<file path="src/rtl/percept_uart_rx_if.sv">
// Strobe bundle from the UART front-end to the node's control/data stages.
// master drives data + strobes; slave consumes them with no backpressure.
interface percept_uart_rx_if;
  logic [7:0] data;
  logic       data_valid;
  logic       pkt_start;
  logic       pkt_end;
  logic       frame_err;

  modport master (
    output data,
    output data_valid,
    output pkt_start,
    output pkt_end,
    output frame_err
  );

  modport slave (
    input data,
    input data_valid,
    input pkt_start,
    input pkt_end,
    input frame_err
  );
endinterface

</file>
<file path="src/rtl/percept_uart_rx.sv">
// 8N1 UART deframer with idle-gap packet delimiting and address filter.
// Ports: clk, rst (async high), address, rx in; pkt (master) strobes out.
module percept_uart_rx #(
  parameter int unsigned CLKS_PER_BIT = 868,
  parameter int unsigned IDLE_BITS    = 12,
  parameter logic [7:0]  BCAST_ADDR   = 8'hFF
) (
  input  logic       clk,
  input  logic       rst,
  input  logic [7:0] address,
  input  logic       rx,
  percept_uart_rx_if.master pkt
);

  localparam int unsigned HALF     = CLKS_PER_BIT / 2;
  localparam int unsigned IDLE_MAX = IDLE_BITS * CLKS_PER_BIT;
  localparam int          CW       = $clog2(CLKS_PER_BIT);
  localparam int          IW       = $clog2(IDLE_MAX + 1);

  typedef enum logic [1:0] {
    B_IDLE, B_START, B_DATA, B_STOP
  } bstate_t;

  typedef enum logic [1:0] {
    P_WAIT, P_ACCEPT, P_DROP
  } pstate_t;

  logic s1, s2, sp;
  logic rxs, fall;

  bstate_t bstate, bnext;
  logic [CW-1:0] cnt, cnt_n;
  logic [2:0] bitn, bit_n;
  logic [7:0] sh, sh_n;
  logic done, ferr;

  logic [IW-1:0] idle_cnt;
  logic idling, gap;

  pstate_t pstate, pnext;
  logic [7:0] data_r, data_n;
  logic dv_r, dv_n;
  logic ps_r, ps_n;
  logic pe_r, pe_n;
  logic fe_r, fe_n;
  logic hit;

  // sp is the previous synchronised sample, used only for edge detect
  always_ff @(posedge clk or posedge rst) begin
    if (rst) begin
      s1 <= 1'b1;
      s2 <= 1'b1;
      sp <= 1'b1;
    end else begin
      s1 <= rx;
      s2 <= s1;
      sp <= s2;
    end
  end

  assign rxs  = s2;
  assign fall = sp & ~s2;

  always_ff @(posedge clk or posedge rst) begin
    if (rst) begin
      bstate <= B_IDLE;
      cnt    <= '0;
      bitn   <= '0;
      sh     <= '0;
    end else begin
      bstate <= bnext;
      cnt    <= cnt_n;
      bitn   <= bit_n;
      sh     <= sh_n;
    end
  end

  always_comb begin
    bnext = bstate;
    cnt_n = cnt;
    bit_n = bitn;
    sh_n  = sh;
    done  = 1'b0;
    ferr  = 1'b0;
    unique case (bstate)
      B_IDLE: begin
        if (fall) begin
          bnext = B_START;
          cnt_n = '0;
        end
      end
      B_START: begin
        if (cnt == CW'(HALF - 1)) begin
          cnt_n = '0;
          bit_n = '0;
          bnext = rxs ? B_IDLE : B_DATA;
        end else begin
          cnt_n = cnt + 1'b1;
        end
      end
      B_DATA: begin
        if (cnt == CW'(CLKS_PER_BIT - 1)) begin
          cnt_n = '0;
          sh_n  = {rxs, sh[7:1]};
          bit_n = bitn + 3'd1;
          if (bitn == 3'd7) bnext = B_STOP;
        end else begin
          cnt_n = cnt + 1'b1;
        end
      end
      B_STOP: begin
        if (cnt == CW'(CLKS_PER_BIT - 1)) begin
          cnt_n = '0;
          bnext = B_IDLE;
          done  = rxs;
          ferr  = ~rxs;
        end else begin
          cnt_n = cnt + 1'b1;
        end
      end
      default: bnext = B_IDLE;
    endcase
  end

  // Starts saturated so the first byte after reset counts as a header
  assign idling = (bstate == B_IDLE) && rxs;
  assign gap    = idling && (idle_cnt == IW'(IDLE_MAX - 1));

  always_ff @(posedge clk or posedge rst) begin
    if (rst) begin
      idle_cnt <= IW'(IDLE_MAX);
    end else if (!idling) begin
      idle_cnt <= '0;
    end else if (idle_cnt != IW'(IDLE_MAX)) begin
      idle_cnt <= idle_cnt + 1'b1;
    end
  end

  assign hit = (sh == address) || (sh == BCAST_ADDR);

  always_ff @(posedge clk or posedge rst) begin
    if (rst) begin
      pstate <= P_WAIT;
      data_r <= '0;
      dv_r   <= 1'b0;
      ps_r   <= 1'b0;
      pe_r   <= 1'b0;
      fe_r   <= 1'b0;
    end else begin
      pstate <= pnext;
      data_r <= data_n;
      dv_r   <= dv_n;
      ps_r   <= ps_n;
      pe_r   <= pe_n;
      fe_r   <= fe_n;
    end
  end

  // done, ferr and gap are mutually exclusive, so at most one strobe
  always_comb begin
    pnext  = pstate;
    data_n = data_r;
    dv_n   = 1'b0;
    ps_n   = 1'b0;
    pe_n   = 1'b0;
    fe_n   = ferr;
    unique case (pstate)
      P_WAIT: begin
        if (done) begin
          pnext = hit ? P_ACCEPT : P_DROP;
          ps_n  = hit;
        end
      end
      P_ACCEPT: begin
        if (done) begin
          data_n = sh;
          dv_n   = 1'b1;
        end else if (gap) begin
          pe_n  = 1'b1;
          pnext = P_WAIT;
        end
      end
      P_DROP: begin
        if (gap) pnext = P_WAIT;
      end
      default: pnext = P_WAIT;
    endcase
  end

  assign pkt.data       = data_r;
  assign pkt.data_valid = dv_r;
  assign pkt.pkt_start  = ps_r;
  assign pkt.pkt_end    = pe_r;
  assign pkt.frame_err  = fe_r;

endmodule

</file>
<file path="src/flat_wrapper.sv">
// flat-port wrapper written by rule: the top's interface ports become plain ports
module percept_uart_rx_flat 
#(
  parameter int unsigned CLKS_PER_BIT = 868,
  parameter int unsigned IDLE_BITS    = 12,
  parameter logic [7:0]  BCAST_ADDR   = 8'hFF
)
  (clk, rst, address, rx, pkt_data, pkt_data_valid, pkt_pkt_start, pkt_pkt_end, pkt_frame_err);
  percept_uart_rx_if pkt_i ();
  input  logic clk;
  input  logic rst;
  input  logic [7:0] address;
  input  logic rx;
  output wire logic [$bits(pkt_i.data)-1:0] pkt_data;
  output wire logic [$bits(pkt_i.data_valid)-1:0] pkt_data_valid;
  output wire logic [$bits(pkt_i.pkt_start)-1:0] pkt_pkt_start;
  output wire logic [$bits(pkt_i.pkt_end)-1:0] pkt_pkt_end;
  output wire logic [$bits(pkt_i.frame_err)-1:0] pkt_frame_err;
  assign pkt_data = pkt_i.data;
  assign pkt_data_valid = pkt_i.data_valid;
  assign pkt_pkt_start = pkt_i.pkt_start;
  assign pkt_pkt_end = pkt_i.pkt_end;
  assign pkt_frame_err = pkt_i.frame_err;
  percept_uart_rx #(.CLKS_PER_BIT(CLKS_PER_BIT), .IDLE_BITS(IDLE_BITS), .BCAST_ADDR(BCAST_ADDR)) u_core (.clk(clk), .rst(rst), .address(address), .rx(rx), .pkt(pkt_i));
endmodule
</file>
<file path="config.mk">
export PLATFORM = sky130hd
export DESIGN_NAME = percept_uart_rx_flat
export DESIGN_NICKNAME = d
export VERILOG_FILES = /design/src/rtl/percept_uart_rx_if.sv /design/src/rtl/percept_uart_rx.sv /design/src/flat_wrapper.sv
export SDC_FILE = /design/constraint.sdc
export NUM_CORES = 1
export LEC_CHECK = 0
export ABC_AREA = 1
export CAP_MARGIN = 10
export CELL_PAD_IN_SITES_DETAIL_PLACEMENT = 2
export CELL_PAD_IN_SITES_GLOBAL_PLACEMENT = 2
export CORE_ASPECT_RATIO = 1.25
export CORE_MARGIN = 3
export CORE_UTILIZATION = 32
export CTS_CLUSTER_SIZE = 12
export DETAILED_ROUTE_END_ITERATION = 10
export PLACE_DENSITY = 0.75
export RECOVER_POWER = 100
export SLEW_MARGIN = 20
export SYNTH_ARGS = -nofsm -noshare
export SYNTH_HDL_FRONTEND = slang
export SYNTH_SLANG_ARGS = --single-unit
</file>
<file path="constraint.sdc">
create_clock -name clk -period 1.6 [get_ports clk]
set_clock_uncertainty 0.05 [all_clocks]
set_input_delay 0.32 -clock clk [delete_from_list [all_inputs] [get_ports clk]]
set_output_delay 0.32 -clock clk [all_outputs]
set_load 0.05 [all_outputs]
</file>
==> out/summary.txt <==
Maximum clock rate -> 0.614 GHz
Crit end category -> flip-flop
Final GP Congestion -> 0.754
Clk pin slew, worst setup/hold paths -> 0.10 ns
Final worst slack -> -0.0290 ns
Mux contribution to synthesized area -> 0
Adder-cell share of the synthesized area -> 0.0543
Worst-path maximum fanout -> 4
TritonRoute pass-1 iters -> 4
Initial Util -> 0.337
Chip width -> 92.5 um
Fin crit period -> 1.63 ns
Max-cap viol count -> 0
Final Max Tran Viols -> 0
Setup_tns -> -0.0290 ns
Arrival @ worst endpoint -> 1.80 ns
Worst slew pin tran -> 0.566 ns
Hold Vio Cnt, Final -> 0
First-pass GRT wire length -> 13.9 mm
Synth Flop Type -> dfrtp_1
Row cnt -> 38
Post-route cell area -> 0.00375 mm^2
CTS Sinks -> 54
Clock buffer depth -> 2
P_leak -> 1.79 nW
Power Density -> 980 mW/mm^2
Number of enable flip-flop cells after synthesis -> 0
Via/cell ratio -> 4.78
VDD IR-drop max -> 0.645 mV
Critical Path RT -> 1.77 ns
R2R Setup Slk -> -0.03 ns
Largest family of logic cells by synthesized area -> simple AND/OR/NAND/NOR gates
Largest stage delay on the critical path -> 0.39 ns
CP Launch Point -> u_core.cnt[1]
# IOs -> 23
H-tree depth -> 2
NumNets Final -> 444
Post-Synth Simple-Gate Area -> 0.272
RR Startpoint -> u_core.cnt[1]
YS warnings -> 0
Unrepaired setup endpoints after global routing -> true
Post-Syn Area -> 0.00299 mm^2
Critical path class -> flip-flop to flip-flop
DR WL/cell -> 15.5 um
Synth unique cells -> 32
Total power -> 0.00368 W
Ant. Diodes -> 0
Mapped Nets -> 391
Critical path startpoint category -> flip-flop
CTS tree -> done
IO Port Bufs -> 22
Die ar. -> 0.0106 mm^2
Layout cell share with drive strength beyond 1 -> 0.297
Root Buffer -> clkbuf_8
GRT Util Overall -> 0.164
Hold_sp -> u_core.s1
Final hold slack -> 0.310 ns
WL final -> 8.38 mm
Die height -> 114 um
Post-synthesis compound-gate area fraction -> 0.0974
Class of the worst hold path -> flip-flop to flip-flop
Cells after Synth -> 367
GRT Residual Overflow -> 0
Hold buffer count at CTS -> 0
Area share of xor/xnor cells in the synthesized design -> 0.0351
Failing checks -> negative setup slack
Antenna Nets Post-Route -> 0
Core Area -> 0.00889 mm^2
Outcome -> complete, but fails checks
Via count -> 2584
Inserted Clock Buffers -> 5
Buffers and inverters on the worst path -> 0
Part of the Yosys area used for sequential elements -> 0.455
CP delay by family, top -> simple AND/OR/NAND/NOR gates
# setup viols final -> 1
Final worst-path cycle share -> 1.02
Max-slew headroom -> 0.623
Area after DPL -> 0.00364 mm^2
1st-iter DRT viols -> 32
Syn avg cell area -> 8.15 um^2
Vias in the first global route -> 2893
Largest net degree at the start of global routing -> 22
Worst path slowest cell -> dfrtp_1
Ys async rst share -> 1.00
Initial antenna violation count -> 0
Worst skew pair latency -> 0.32 ns
# fillers -> 1031
DRC viols -> 0
Dpl hpwl -> 6.26 mm
Crit-path cells -> ha_2, nand3_4, nor2_4, nand2_4, nand2_4, nand2_4, nor2_4, nand2_1, nand2_1, nand2_1
#FFs+latches synth -> 54
Area growth, synth to finish -> 25.4%
per-layer routing:
layer,track usage,share of wire,vias up
met2,0.309,0.55,24
met3,0.0276,0.019,9
met5,0,0,-
met4,0.0446,0.014,0
met1,0.190,0.42,1301
li1,-,-,1250
registers in the layout (all words and copies together), names as in the netlist, named ones only:
register	cells
u_core.s1	1
u_core.pstate	2
u_core.bitn	3
u_core.pkt.pkt_end	1
u_core.bstate	1
u_core.pkt.pkt_start	1
u_core.sh	8
u_core.pkt.data_valid	1
u_core.sp	1
u_core.pkt.data	8
u_core.cnt	10
u_core.pkt.frame_err	1
u_core.rxs	1
u_core.idle_cnt	14
synth_stat cells (2+ instances only):
master,count,area share
xnor2_1,7,0.020
nand3b_1,2,0.0050
buf_6,2,0.0075
o21ai_2,10,0.029
dfrtp_1,46,0.38
a21oi_1,15,0.025
ha_1,13,0.054
o21ai_1,7,0.012
nor2_1,32,0.040
nor2_2,2,0.0042
or2_2,2,0.0042
nand2_1,89,0.11
dfstp_2,8,0.070
inv_2,4,0.0050
nor3_1,5,0.0084
nand4_1,5,0.010
nor2_4,2,0.0075
buf_2,2,0.0033
o21ai_0,16,0.027
nand3_2,4,0.013
nand3_1,18,0.030
nand2_2,7,0.015
inv_1,56,0.070
xor2_1,5,0.015
kinds of logic (layout without fill, tap and decap cells):
| logic type | after synthesis | count (layout) |
|---|---|---|
| xor+xnor | 12 | 12 |
| buf+inv | 64 | 118 |
| flops | 54 | 54 |
| fa+ha+maj | 13 | 13 |
| simple gates | 174 | 174 |
| compound gates | 50 | 50 |
cells in the final DEF, fill, tap and decap left out, types with 3 or more instances in the layout:
cell             instances
a21oi_1                 15
buf_4                   21
clkbuf_1                 3
clkbuf_2                14
clkbuf_8                 5
clkdlybuf4s50_1          8
dfrtp_1                 45
dfstp_2                  8
ha_1                     7
ha_2                     4
inv_1                   48
inv_2                   11
nand2_1                 80
nand2_2                 12
nand2_4                  5
nand3_1                 13
nand3_2                  7
nand4_1                  5
nor2_1                  26
nor2_2                   3
nor2_4                   7
nor3_1                   5
o21ai_0                 13
o21ai_1                  9
o21ai_2                 11
xnor2_1                  7
xor2_1                   5
worst reg2reg max path, cell delays in order (launching register included):
cell and delay [ns]:
dfrtp_1 0.39, ha_2 0.23, nand3_4 0.10, nor2_4 0.18, nand2_4 0.11, nand2_4 0.09, nand2_4 0.05, nor2_4 0.14
nand2_1 0.07, nand2_1 0.07, nand2_1 0.05
stage by stage:
| step | utilization | setup WS [ns] | std cells |
|---|---|---|---|
| floorplan | - | 0.0249 | 367 |
| global placement | 0.410 | 0.0181 | 527 |
| detailed placement | 0.410 | -0.0898 | 527 |
| CTS | 0.424 | -0.00552 | 535 |
| global route | 0.422 | -0.159 | 541 |
| finish | 0.422 | -0.0290 | 541 |
what timing repair did:
action / in CTS / in global routing
gates resized for setup: 8 / 45
setup endpoints to repair: 20 / 40
pin swaps: 1 / 19
setup buffers: 0 / 6
gates cloned: 0 / 0
report_power, final:
| group | internal, W | switching (W) |
|---|---|---|
| Sequential | 0.00144 | 0.0000628 |
| Clock | 0.000462 | 0.000470 |
| Combinational | 0.000478 | 0.000762 |
final cells by class:
type / instances / area [um^2] / area share
Clock buffer: 5 / 68.8 / 0.0183
Clock inverter: 3 / 40.0 / 0.0107
Inverter: 60 / 226 / 0.0603
Multi-Input combinational cell: 249 / 1540 / 0.409
Sequential cell: 54 / 1360 / 0.363
Tap cell: 120 / 150 / 0.0400
Timing Repair Buffer: 50 / 370 / 0.0987
final timing paths:
kind / to / depth (start not counted)
worst max-delay path: flip-flop / 10
worst min-delay path: u_core.rxs / 0
worst max register to register: flip-flop / 10
worst min register to register: u_core.rxs / 0
max in group asynchronous: u_core.pstate[0] / 3
min in group asynchronous: u_core.pkt.data[2] / 2
Note: power is estimated with default switching activity, not from simulation.
